**src/rtl/mp_dot_mac.sv**
```systemverilog
// Multi-lane signed dot-product accumulator: 3-stage pipeline (products, lane sum, frame accumulate).
// Define MP_DOT_MAC_SAT_EN to clamp the accumulator on overflow; otherwise it wraps modulo 2^AW.
module mp_dot_mac #(
  parameter int unsigned LANES = 4,
  parameter int unsigned DW    = 8,
  parameter int unsigned AW    = 32
) (
  input  logic                  clk,
  input  logic                  rstn,
  input  logic                  in_valid,
  output logic                  in_ready,
  input  logic                  in_first,
  input  logic                  in_last,
  input  logic [LANES*DW-1:0]   a,
  input  logic [LANES*DW-1:0]   b,
  output logic                  out_valid,
  input  logic                  out_ready,
  output logic [AW-1:0]         out_acc,
  output logic                  out_ovf
);

  if (AW < 2*DW + $clog2(LANES)) begin : g_bad_aw
    $error("mp_dot_mac: AW must be at least 2*DW + clog2(LANES)");
  end
  if (LANES == 0 || (LANES & (LANES - 1)) != 0) begin : g_bad_lanes
    $error("mp_dot_mac: LANES must be a nonzero power of two");
  end

  typedef enum logic {IDLE, ACCUM} state_t;

  logic                   stall;
  logic                   s1_v, s1_first, s1_last;
  logic signed [2*DW-1:0] prod [LANES];
  logic signed [AW-1:0]   sum_c;
  logic                   s2_v, s2_first, s2_last;
  logic [AW-1:0]          sum;
  state_t                 state, state_n;
  logic [AW-1:0]          acc, acc_n, base;
  logic                   ovf, ovf_n, base_ovf;
  logic [AW:0]            wide;
  logic                   wrap_ovf, restart, step;

  assign stall    = out_valid && !out_ready;
  assign in_ready = !stall;
  assign step     = s2_v && !stall;

  always_ff @(posedge clk or negedge rstn) begin
    if (!rstn) begin
      s1_v     <= 1'b0;
      s1_first <= 1'b0;
      s1_last  <= 1'b0;
      for (int unsigned i = 0; i < LANES; i++) prod[i] <= '0;
    end else if (!stall) begin
      s1_v     <= in_valid;
      s1_first <= in_first;
      s1_last  <= in_last;
      for (int unsigned i = 0; i < LANES; i++)
        prod[i] <= $signed(a[i*DW +: DW]) * $signed(b[i*DW +: DW]);
    end
  end

  always_comb begin
    sum_c = '0;
    for (int unsigned i = 0; i < LANES; i++) sum_c = sum_c + AW'(prod[i]);
  end

  always_ff @(posedge clk or negedge rstn) begin
    if (!rstn) begin
      s2_v     <= 1'b0;
      s2_first <= 1'b0;
      s2_last  <= 1'b0;
      sum      <= '0;
    end else if (!stall) begin
      s2_v     <= s1_v;
      s2_first <= s1_first;
      s2_last  <= s1_last;
      sum      <= sum_c;
    end
  end

  // IDLE ignores in_first: every beat arriving in IDLE opens a frame.
  always_comb begin
    restart  = (state == IDLE) || s2_first;
    base     = restart ? '0 : acc;
    base_ovf = restart ? 1'b0 : ovf;
    wide     = {base[AW-1], base} + {sum[AW-1], sum};
    wrap_ovf = wide[AW] ^ wide[AW-1];
`ifdef MP_DOT_MAC_SAT_EN
    if (wrap_ovf) acc_n = wide[AW] ? {1'b1, {(AW-1){1'b0}}} : {1'b0, {(AW-1){1'b1}}};
    else          acc_n = wide[AW-1:0];
`else
    acc_n = wide[AW-1:0];
`endif
    ovf_n   = base_ovf | wrap_ovf;
    state_n = state;
    if (step) state_n = s2_last ? IDLE : ACCUM;
  end

  always_ff @(posedge clk or negedge rstn) begin
    if (!rstn) begin
      state <= IDLE;
      acc   <= '0;
      ovf   <= 1'b0;
    end else begin
      state <= state_n;
      if (step) begin
        acc <= acc_n;
        ovf <= ovf_n;
      end
    end
  end

  // Not stalled means the held result is absent or consumed now, so a new one may replace it.
  always_ff @(posedge clk or negedge rstn) begin
    if (!rstn) begin
      out_valid <= 1'b0;
      out_acc   <= '0;
      out_ovf   <= 1'b0;
    end else if (!stall) begin
      out_valid <= s2_v && s2_last;
      if (s2_v && s2_last) begin
        out_acc <= acc_n;
        out_ovf <= ovf_n;
      end
    end
  end

endmodule

```
**config.mk**
```make
export PLATFORM = sky130hd
export DESIGN_NAME = mp_dot_mac
export DESIGN_NICKNAME = d
export VERILOG_FILES = /design/src/rtl/mp_dot_mac.sv
export SDC_FILE = /design/constraint.sdc
export NUM_CORES = 1
export LEC_CHECK = 0
export CORE_UTILIZATION = 35
export DETAILED_ROUTE_END_ITERATION = 16
export PLACE_DENSITY = 0.6
export SKIP_LAST_GASP = 1
export SLEW_MARGIN = 0
export SYNTH_ARGS = -nofsm -noshare
export SYNTH_HDL_FRONTEND = slang
export SYNTH_SLANG_ARGS = --single-unit
export TNS_END_PERCENT = 1
```
**constraint.sdc**
```tcl
create_clock -name clk -period 4.1 [get_ports clk]
set_input_delay 0.41 -clock clk [delete_from_list [all_inputs] [get_ports clk]]
set_output_delay 0.41 -clock clk [all_outputs]
set_load 0.01 [all_outputs]
```
Word-level counts from Yosys, hierarchy flattened
Cells that the tools add are included.
W data, S select, Z words.

word-level totals
  register bits = 157
  input bits = 70
  output and inout port bits = 35
  word-level logic and storage cells = 39

cells by class
  add/sub/neg operators = 4
  $mul = 4
  multiplexer cells = 3
  bitwise logic cells = 4
  reductions and logical operators = 7

operators by type and width
  operator             number
  $mul A8 B8 Y16       4
  $add A32 B19 Y33     1
  $mux W32             1
  $add A18 B16 Y19     1
  $add A17 B16 Y18     1
  $add A16 B16 Y17     1
  $logic_and A1 B1 Y1  3
  $logic_not A1 Y1     2
  $mux W1              2
  $not A1 Y1           2
  $reduce_and A2 Y1    1
  $logic_or A1 B1 Y1   1
  $or A1 B1 Y1         1
  $xor A1 B1 Y1        1

Depth between registers and ports, before layout
  word-level depth = 6
  mapped depth = 18
  gate-level depth less buffers = 18

Least setup slack after synthesis
No wires, ideal clock.

  kind = input port to flip-flop
  from = input a[21]
  to = register prod[28] (netlist name)
  library setup time = 95 ps
  arrival time = 4200 ps
  required time = 4005 ps
  path slack = -196 ps
  stages = 17
  path buffers = 0
  cells stage by stage = and2_1 fa_1 inv_1 fa_1 inv_1 fa_1 inv_1 fa_1 inv_1 ha_1 o21ai_0 a21oi_1 o21a_1 o21a_1 o21a_1 o21a_1 o31ai_1

between the ends
  word-level cells in the longest chain between the ends = 1

ends and longest elaborated chain
  element                         line  source
  start: declaration              14    input logic [LANES*DW-1:0] a,
  $mul A8 B8 Y16                  58    prod[i] <= $signed(a[i*DW +: DW]) * $signed(b[i*DW +: DW]);
  end signal: indexed assignment  58
  end: declaration                33    logic signed [2*DW-1:0] prod [LANES];

Every way passes these cells.
A chain may end at the register's enable or synchronous reset.

Final worst setup path
  from = input a[28]
  to = register prod[14] (netlist name)

The elaborated chain is that of the path after synthesis.

==> reports/metrics.cfg <==
[clock_tree]
clk_pin_slew_ns = 0.07
htreeDepth = 4
insertion_delay_ns = 0.43
tritoncts = done
cts_made_buffers = 17
hold_buffers = 0
cts-root-to-sink-buffers = 2
cts_root_buf = clkbuf_16
numClockSinks = 157

[pwr]
p_leak_nw = 11.3
cellPowerDensity_nw_per_um2 = 924
switchingPower_mw = 10.0
power_mw = 21.7
p_int_mw = 11.7
clockPowerShare = 0.083
swShare = 0.461
seq_power_share = 0.144
ir_drop_mv = 0.823
combPwrFrac = 0.772

[synth]
yosysUniqueCellTypes = 58
synth-seq-cells = 157
ys_async_sr_fraction = 1.00
syn-num-nets = 2490
ys_seq_area_frac = 0.209
avgSynthCellArea_sq_um = 9.39
synth-edff-count = 0
netlist_area_sq_um = 18800
syn_inst = 2000
synth_top_flop_cell = dfrtp_1
yosys_warnings = 0

[final_layout]
final_cells = 3030
ff_latch_area_sq_um = 3930
n_antenna_cell = 0
drive_gt1_frac = 0.232
multiInputGateArea_sq_um = 14000
final_cell_mix = inv_1, fa_1, buf_4, nand2_1, and2_1
nFillCells = 5080
synthToLayoutAreaGrowth_pct = 25.2
nets = 2819
final_common_cell = inv_1

[timing]
tightest_slew_ns = 0.969
slew_headroom = 0.354
final.setup.tns_ns = 0
hold_viol = 0
hold_ws_ns = 0.0916
period_share = 0.978
layout_setup_ws_ns = 0.0918
rsz0062_at_grt = yes
slew_violations = 0
min_period_ns = 4.01
setup_viol = 0
fin_worst_skew_ns = 0.0100
max_freq_ghz = 0.249

[grt]
grt_max_degree = 102
grt_pass1_vias = 15400
antenna_found_initial = 0
grt_pass1_wl_um = 73900
grt.total_usage = 0.166
grt.overflow.total = 0

[drt]
drt_iter0_markers = 614
avgRoutedWirePerCell_um = 14.5
drtPass1Iterations = 13
vias = 14400
drc = 0
wl_um = 43900
ant_nets = 0
vias_per_cell = 4.77

[worst_setup_path]
worst_setup_path_start_kind = primary input
required_ns = 4.46
critical_path.max_fanout = 5
end_kind = flop
critPathArrivalTime_ns = 4.37
critPathKind = primary input to flop

[place]
dp_hpwl_um = 35200
gp_congestion = 0.869
pre_cts_slack_ns = -0.872
io_buffers = 104
dp.cells = 2966

[job]
maxCapViolCount = 0

[floorplanning]
die_h_um = 234
die_w_um = 234
rows = 84
pin_count = 105
core_area_sq_um = 52800
start_util = 0.356
die_area_sq_um = 54600

[status]
status = completed

[min_path]
hold_class = primary input to async pin

==> area by class of cell <==
class,instances,share of cell area
Clock inverter,12,0.00883
Inverter,347,0.0554
Timing Repair Buffer,349,0.117
Sequential cell,157,0.167
Clock buffer,20,0.0194
Multi-Input combinational cell,1457,0.596
Tap cell,688,0.0366
==> registers in the layout, indices dropped and copies added (netlist names), 19 cells and up <==
register  count
acc          32
sum          19
out_acc      32
prod         64
==> worst max-delay path, stage by stage <==
cell,delay [ns]
clkdlybuf4s15_2,0.20
buf_6,0.13
buf_4,0.13
and2_1,0.17
fa_1,0.59
fa_1,0.44
fa_1,0.48
inv_1,0.04
fa_1,0.47
inv_1,0.04
ha_1,0.32
o21a_1,0.15
o21a_1,0.18
o211ai_1,0.12
a2111oi_1,0.34
nand3b_1,0.15
==> stage by stage <==
| stage | utilization | instance area, sq um |
|---|---|---|
| 2_1_floorplan | - | 18800 |
| 3_3_place_gp | 0.420 | 22200 |
| 3_5_place_dp | 0.420 | 22200 |
| 4_1_cts | 0.441 | 23300 |
| 5_1_grt | 0.446 | 23500 |
| 6_report | 0.446 | 23500 |
==> per-layer routing <==
metal,track usage,share of wire,vias up
met5,0,0,-
met4,0.0371,0.017,0
met3,0.0155,0.019,46
met2,0.299,0.51,171
met1,0.214,0.45,7202
li1,-,-,7023
==> cells by family (layout without fill, tap and decap cells) <==
group	after synthesis	in the layout	share of synthesized area
buffers and inverters	386	728	0.0780
adder cells (fa/ha/maj)	420	420	0.381
AO/OA/AOI/OAI	289	289	0.0949
XOR/XNOR	92	92	0.0429
flip-flops	157	157	0.209
AND/OR/NAND/NOR	609	609	0.166
multiplexers	47	47	0.0282
==> path summary, 6_finish.rpt <==
check                      startpoint           to  slack [ns]  cells after the start
setup / recovery                a[28]     prod[14]        0.09                     16
hold / removal                   rstn  out_acc[25]        0.09                      1
setup reg to reg             prod[16]      sum[17]        0.19                     13
hold reg to reg               s1_last      s1_last        0.47                      2
max in group asynchronous        rstn      prod[7]        3.17                      2
min in group clk                 b[8]     prod[32]        0.44                      4
==> repair_timing <==
item | in CTS | in global routing
endpoints found under the setup margin | 24 | 25
endpoints found under the hold margin | 0 | 0
resized for setup | 263 | 141
pin swaps | 84 | 84
gates cloned | 0 | 0
buffers inserted | 23 | 10
==> power groups by stage <==
stage | Combinational [mW] | Clock (mW) | Sequential (mW)
6_report | 16.8 | 1.81 | 3.14
5_1_grt | 19.0 | 1.90 | 3.24
4_1_cts | 16.4 | 1.84 | 3.16
2_1_floorplan | 11.3 | 0 | 2.99
3_3_place_gp | 15.5 | 0 | 3.16
3_5_place_dp | 15.9 | 0 | 3.18
==> cells in the mapped netlist (3+ instances only) <==
master / number / area (sq um)
o31ai_1: 17 / 128
xor2_1: 33 / 289
nand3b_1: 5 / 37.5
mux2_2: 47 / 529
a211oi_1: 4 / 30.0
a31oi_1: 6 / 37.5
dfrtp_1: 157 / 3930
o21bai_1: 8 / 60.1
nand4_1: 7 / 43.8
and3_1: 8 / 50.1
a221oi_1: 4 / 35.0
nor2b_1: 35 / 219
nor3b_1: 11 / 82.6
a21oi_1: 106 / 531
o21ai_1: 4 / 20.0
fa_1: 254 / 5080
or2_2: 3 / 18.8
inv_1: 346 / 1300
nand2b_1: 9 / 56.3
or3_1: 4 / 25.0
a41oi_1: 4 / 35.0
nor2_1: 64 / 240
nor3_1: 21 / 105
nand3_1: 20 / 100
and2_1: 198 / 1240
ha_1: 166 / 2080
xnor2_1: 59 / 517
nand2_1: 214 / 803
buf_1: 8 / 30.0
a2111oi_0: 4 / 35.0
o21ai_0: 59 / 295
o21a_1: 31 / 233
o211ai_1: 12 / 90.1
clkbuf_1: 28 / 105
a21o_1: 14 / 105
No activity file was read; power rests on OpenSTA's default activity.
